[src/rtl/cla_divider_seq.sv]
// Iterative 32-bit unsigned restoring divider that time-shares one external cla adder, one quotient bit per cycle.
// Optional feature macro: CLA_DIV_DBZ_FLAG_EN (adds div_by_zero port and a one-cycle divide-by-zero path).
module cla_divider_seq #(
  parameter int WIDTH = 32
) (
  input  logic             clk,
  input  logic             rst,
  input  logic             in_valid,
  output logic             in_ready,
  input  logic [WIDTH-1:0] dividend,
  input  logic [WIDTH-1:0] divisor,
  output logic             out_valid,
  input  logic             out_ready,
  output logic [WIDTH-1:0] quotient,
  output logic [WIDTH-1:0] remainder,
  output logic             busy,
  output logic [WIDTH-1:0] add_a,
  output logic [WIDTH-1:0] add_b,
  output logic             add_cin,
  input  logic [WIDTH-1:0] add_sum
`ifdef CLA_DIV_DBZ_FLAG_EN
  ,
  output logic             div_by_zero
`endif
);

  if (WIDTH != 32) begin : g_width_chk
    $error("cla_divider_seq: WIDTH must be 32 to match the cla adder");
  end

  localparam int CNT_W = $clog2(WIDTH);

  typedef enum logic [1:0] {
    IDLE = 2'd0,
    RUN  = 2'd1,
    DONE = 2'd2
  } state_e;

  state_e             state_q, state_d;
  logic [CNT_W-1:0]   count_q, count_d;
  logic [WIDTH-1:0]   rem_q, rem_d;
  logic [WIDTH-1:0]   quo_q, quo_d;
  logic [WIDTH-1:0]   dreg_q, dreg_d;
`ifdef CLA_DIV_DBZ_FLAG_EN
  logic               dbz_q, dbz_d;
`endif

  // Partial remainder shifted left by one; rem_q[WIDTH-1] is its implicit 33rd bit.
  logic [WIDTH-1:0]   shifted;
  logic               cout;
  logic               take;
  logic               accept;

  assign shifted = {rem_q[WIDTH-2:0], quo_q[WIDTH-1]};
  assign accept  = in_valid & in_ready;

  // NOTE: every signal written here gets a default first so no path leaves one unassigned (no latches).
  always_comb begin
    state_d = state_q;
    count_d = count_q;
    rem_d   = rem_q;
    quo_d   = quo_q;
    dreg_d  = dreg_q;
`ifdef CLA_DIV_DBZ_FLAG_EN
    dbz_d   = dbz_q;
`endif
    in_ready = (state_q == IDLE) & ~rst;
    add_a    = '0;
    add_b    = '0;
    add_cin  = 1'b0;
    cout     = 1'b0;
    take     = 1'b0;

    case (state_q)
      IDLE: begin
        if (accept) begin
          quo_d   = dividend;
          rem_d   = '0;
          dreg_d  = divisor;
          count_d = '0;
          state_d = RUN;
`ifdef CLA_DIV_DBZ_FLAG_EN
          dbz_d   = 1'b0;
          if (divisor == '0) begin
            quo_d   = '1;
            rem_d   = dividend;
            dbz_d   = 1'b1;
            state_d = DONE;
          end
`endif
        end
      end

      RUN: begin
        // Trial subtraction shifted - divisor as shifted + ~divisor + 1 on the shared adder.
        add_a   = shifted;
        add_b   = ~dreg_q;
        add_cin = 1'b1;
        cout    = (add_a[WIDTH-1] & add_b[WIDTH-1]) |
                  ((add_a[WIDTH-1] ^ add_b[WIDTH-1]) & ~add_sum[WIDTH-1]);
        take    = rem_q[WIDTH-1] | cout;
        rem_d   = take ? add_sum : shifted;
        quo_d   = {quo_q[WIDTH-2:0], take};
        count_d = count_q + CNT_W'(1);
        if (count_q == '1) begin
          state_d = DONE;
        end
      end

      DONE: begin
        if (out_ready) begin
          state_d = IDLE;
        end
      end

      default: state_d = IDLE;
    endcase
  end

  // NOTE: sequential state uses non-blocking assignments so every register samples pre-edge values.
  always_ff @(posedge clk or posedge rst) begin
    if (rst) begin
      state_q <= IDLE;
      count_q <= '0;
      rem_q   <= '0;
      quo_q   <= '0;
      dreg_q  <= '0;
`ifdef CLA_DIV_DBZ_FLAG_EN
      dbz_q   <= 1'b0;
`endif
    end else begin
      state_q <= state_d;
      count_q <= count_d;
      rem_q   <= rem_d;
      quo_q   <= quo_d;
      dreg_q  <= dreg_d;
`ifdef CLA_DIV_DBZ_FLAG_EN
      dbz_q   <= dbz_d;
`endif
    end
  end

  // Results are gated so they only show while out_valid is high.
  assign out_valid = (state_q == DONE);
  assign busy      = (state_q != IDLE);
  assign quotient  = out_valid ? quo_q : '0;
  assign remainder = out_valid ? rem_q : '0;
`ifdef CLA_DIV_DBZ_FLAG_EN
  assign div_by_zero = out_valid & dbz_q;
`endif

endmodule
[config.mk]
export PLATFORM = sky130hd
export DESIGN_NAME = cla_divider_seq
export DESIGN_NICKNAME = d
export VERILOG_FILES = /design/src/rtl/cla_divider_seq.sv
export SDC_FILE = /design/constraint.sdc
export NUM_CORES = 1
export LEC_CHECK = 0
export CAP_MARGIN = 10
export CORE_UTILIZATION = 35
export CTS_CLUSTER_DIAMETER = 50
export DETAILED_ROUTE_END_ITERATION = 8
export DONT_BUFFER_PORTS = 1
export PLACE_DENSITY = 0.56
export SLEW_MARGIN = 30
export SYNTH_ARGS = -nofsm -noshare
export SYNTH_HDL_FRONTEND = slang
export SYNTH_SLANG_ARGS = --single-unit
[constraint.sdc]
create_clock -name clk -period 8.5 [get_ports clk]
set_input_delay 0.425 -clock clk [delete_from_list [all_inputs] [get_ports clk]]
set_output_delay 0.425 -clock clk [all_outputs]
set_load 0.02 [all_outputs]
==> impl_metrics.sql <==
INSERT INTO impl_metrics (metric_group, metric, value, unit) VALUES
('placement', 'pre_cts_slack', '5540', 'ps'),
('synthesis', 'synthesis.area_per_instance', '8.06', 'um^2'),
('synthesis', 'postSynthCellCount', '678', ''),
('worst_setup_path', 'critical_path.endpoint_type', 'primary output', ''),
('drt', 'routed-via-count', '4527', ''),
('drt', 'dr.max_layer_used', 'met4', ''),
('floorplan', 'die_h', '127', 'um'),
('cts', 'clk-insertion-delay-late', '350', 'ps'),
('placement', 'placed_area', '0.00551', 'mm^2'),
('power', 'power-per-cell-area', '399', 'mW/mm^2'),
('placement', 'gp_congestion', '0.734', ''),
('sta', 'worst_pin_slew', '791', 'ps'),
('sta', 'headroom_to_the_max_slew_limit', '0.472', ''),
('drt', 'wl_per_cell', '17.1', 'um'),
('sta', 'fmaxAchievable', '0.305', 'GHz'),
('synthesis', 'yosys.area.top_type_share', '0.471', ''),
('synthesis', 'synth_area', '0.00547', 'mm^2'),
('drt', 'initialDrtViolationCount', '297', ''),
('cells_and_area', 'finalInstanceArea', '0.00578', 'mm^2'),
('drt', 'routedLengthMet1', '6.13', 'mm'),
('drt', 'wl', '14.2', 'mm'),
('sta', 'setup_ws', '5220', 'ps'),
('sta', 'share_of_the_cycle_needed_by_the_critical_path_after_routing', '0.385', ''),
('floorplan', 'core_area', '0.0152', 'mm^2'),
('power', 'irDropWorstVdd', '0.154', 'mV'),
('cts', 'ctsHtreeMaxLevel', '3', ''),
('worst_setup_path', 'crit_arrival', '2850', 'ps'),
('floorplan', 'placementRows', '45', ''),
('cts', 'clock_path_buffers', '2', ''),
('cts', 'clock-root-buffer', 'sky130_fd_sc_hd__clkbuf_16', ''),
('sta', 'finalHoldViolCount', '0', ''),
('drt', 'met3_wirelength', '744', 'um'),
('synthesis', 'synth_edf_count', '0', ''),
('worst_setup_path', 'rr_startpoint', 'state_q[0]$_DFFE_PP0P_', ''),
('grt', 'antenna_found_initial', '0', ''),
('cells_and_area', 'area_delta_synth_final', '5.79', '%'),
('drt', 'wl_met2', '7.05', 'mm'),
('synthesis', 'ys_seq_area_frac', '0.471', ''),
('cts', 'clkSlewWorstSetupHoldPaths', '70', 'ps'),
('synthesis', 'netlist-cell-type-count', '28', ''),
('grt', 'globalRouteOverflowTotal', '0', ''),
('worst_setup_path', 'timing_worst_setup_path_type', 'register to primary output', ''),
('synthesis', 'synth.cells.most_frequent', 'sky130_fd_sc_hd__nand2_1, sky130_fd_sc_hd__dfrtp_1, sky130_fd_sc_hd__nand3_1', ''),
('floorplan', 'floorplan.initialDensity', '0.360', ''),
('worst_setup_path', 'largest_fanout_on_the_critical_path', '94', ''),
('placement', 'portBuffers', '0', ''),
('sta', 'setup_viol_count_final', '0', ''),
('synthesis', 'synth.ff_latch_count', '103', ''),
('power', 'static-leakage-power', '2.61', 'nW'),
('cts', 'cts_post_setup_buffers_inserted', '0', ''),
('placement', 'place.detailed.hpwl', '9.20', 'mm'),
('worst_setup_path', 'cp_data_required_time', '8080', 'ps'),
('grt', 'first_global_vias', '4191', ''),
('run_status', 'status', 'completed', ''),
('sta', 'rsz0062_at_grt', 'false', ''),
('cts', 'post_cts_resized', '0', ''),
('worst_setup_path', 'start_kind', 'register', ''),
('drt', 'drtPass1Iterations', '4', ''),
('cts', 'numClockSinks', '103', ''),
('grt', 'wire_length_of_the_first_global_routing_pass', '22.4', 'mm'),
('synthesis', 'synth_nets', '781', ''),
('sta', 'setup-tns-final', '0', 'ps'),
('synthesis', 'synth.area.top_cells', 'sky130_fd_sc_hd__dfrtp_1, sky130_fd_sc_hd__nand2_1, sky130_fd_sc_hd__and2_1', ''),
('grt', 'global_route.usage.total', '0.176', ''),
('run', 'maxCapViolations', '0', ''),
('grt', 'grt_start_max_net_pins', '95', ''),
('cells_and_area', 'drive_above_1_share', '0.0514', ''),
('sta', 'skew', '8.58', 'ps'),
('cts', 'cts_hold_buffers', '0', ''),
('worst_setup_path', 'setup.reg_to_reg.worst_slack', '5940', 'ps'),
('hold_path', 'min_path_type', 'primary input to asynchronous set/reset pin', '');
[worst max path at each step]
stage | from | endpoint | slack [ps] | cells past startpoint
2_1_floorplan | rst | count_q[0]$_DFFE_PP0P_ | 5370 | 1
3_3_place_gp | state_q[0]$_DFFE_PP0P_ | add_a[6] | 5650 | 4
3_5_place_dp | state_q[0]$_DFFE_PP0P_ | add_a[8] | 5540 | 4
4_1_cts | state_q[0]$_DFFE_PP0P_ | add_a[8] | 5140 | 4
5_1_grt | state_q[0]$_DFFE_PP0P_ | add_a[8] | 4960 | 4
6_report | state_q[0]$_DFFE_PP0P_ | add_a[8] | 5220 | 4
[state kept, by name (all words and copies together), names as in the netlist]
| register | count |
|---|---|
| dreg_q | 32 |
| quo_q | 32 |
| count_q | 5 |
| state_q | 2 |
| rem_q | 32 |
[metrics by stage]
step,utilization,instances,hold slack [ps],power (mW)
2_1_floorplan,-,678,445,1.73
3_3_place_gp,0.361,813,409,1.90
3_5_place_dp,0.362,814,429,1.94
4_1_cts,0.380,830,39.2,2.34
5_1_grt,0.380,830,56.3,2.48
6_report,0.380,830,16.3,2.31
[critical path, cell delays in order, from the launching register on]
cell and delay, ps:
sky130_fd_sc_hd__dfrtp_1 510, sky130_fd_sc_hd__nand2b_4 390, sky130_fd_sc_hd__inv_4 490, sky130_fd_sc_hd__buf_4 710
sky130_fd_sc_hd__and2_1 350
[layer usage]
layer,vias up,track usage
met3,15,0.0289
met5,-,0
met2,162,0.284
li1,2155,-
met4,0,0.0721
met1,2195,0.236
[cell families after synthesis]
group / count (synthesis) / synth area share
AOI/OAI and AO/OA: 39 / 0.0515
buffers and inverters: 66 / 0.0604
and+or+nand+nor: 465 / 0.406
adders and majority gates: 3 / 0.00687
muxes: 2 / 0.00366
DFF: 103 / 0.471
[area by class of cell]
type                            count  area, um^2
Fill cell                        1575        9420
Multi-Input combinational cell    509        2590
Clock buffer                       10         229
Inverter                            4        20.0
Tap cell                          188         235
Sequential cell                   103        2580
Clock inverter                      6        47.5
Timing Repair Buffer               10        87.6
[placed cells by master (no fill, tap or decap)]
cell	n
sky130_fd_sc_hd__and3_1	1
sky130_fd_sc_hd__nand2b_4	1
sky130_fd_sc_hd__dfrtp_1	103
sky130_fd_sc_hd__inv_4	2
sky130_fd_sc_hd__mux2i_1	2
sky130_fd_sc_hd__nor4b_2	1
sky130_fd_sc_hd__clkinvlp_4	4
sky130_fd_sc_hd__ha_1	3
sky130_fd_sc_hd__o21ai_0	2
sky130_fd_sc_hd__o21a_1	1
sky130_fd_sc_hd__nand4_1	32
sky130_fd_sc_hd__clkinv_4	2
sky130_fd_sc_hd__nor2_1	33
sky130_fd_sc_hd__buf_12	1
sky130_fd_sc_hd__nand2b_1	1
sky130_fd_sc_hd__and2_1	97
sky130_fd_sc_hd__or3_1	1
sky130_fd_sc_hd__o211ai_1	32
sky130_fd_sc_hd__nand2_1	193
sky130_fd_sc_hd__or4b_4	1
sky130_fd_sc_hd__or2_2	1
sky130_fd_sc_hd__a22o_1	1
sky130_fd_sc_hd__o21ai_1	1
sky130_fd_sc_hd__clkbuf_1	1
sky130_fd_sc_hd__a21oi_1	2
sky130_fd_sc_hd__buf_4	9
sky130_fd_sc_hd__nor2b_4	1
sky130_fd_sc_hd__nor2_2	1
sky130_fd_sc_hd__clkbuf_16	9
sky130_fd_sc_hd__nand3_1	101
sky130_fd_sc_hd__inv_1	2
[power by group]
| group | internal [mW] | total, mW | switching [mW] | leakage, nW |
|---|---|---|---|---|
| sequential | 0.728 | 0.915 | 0.186 | 1.27 |
| clock | 0.200 | 0.390 | 0.190 | 0.121 |
| combinational | 0.282 | 1.00 | 0.719 | 1.23 |
| total | 1.21 | 2.31 | 1.09 | 2.61 |
(Power assumes the default switching activity.)
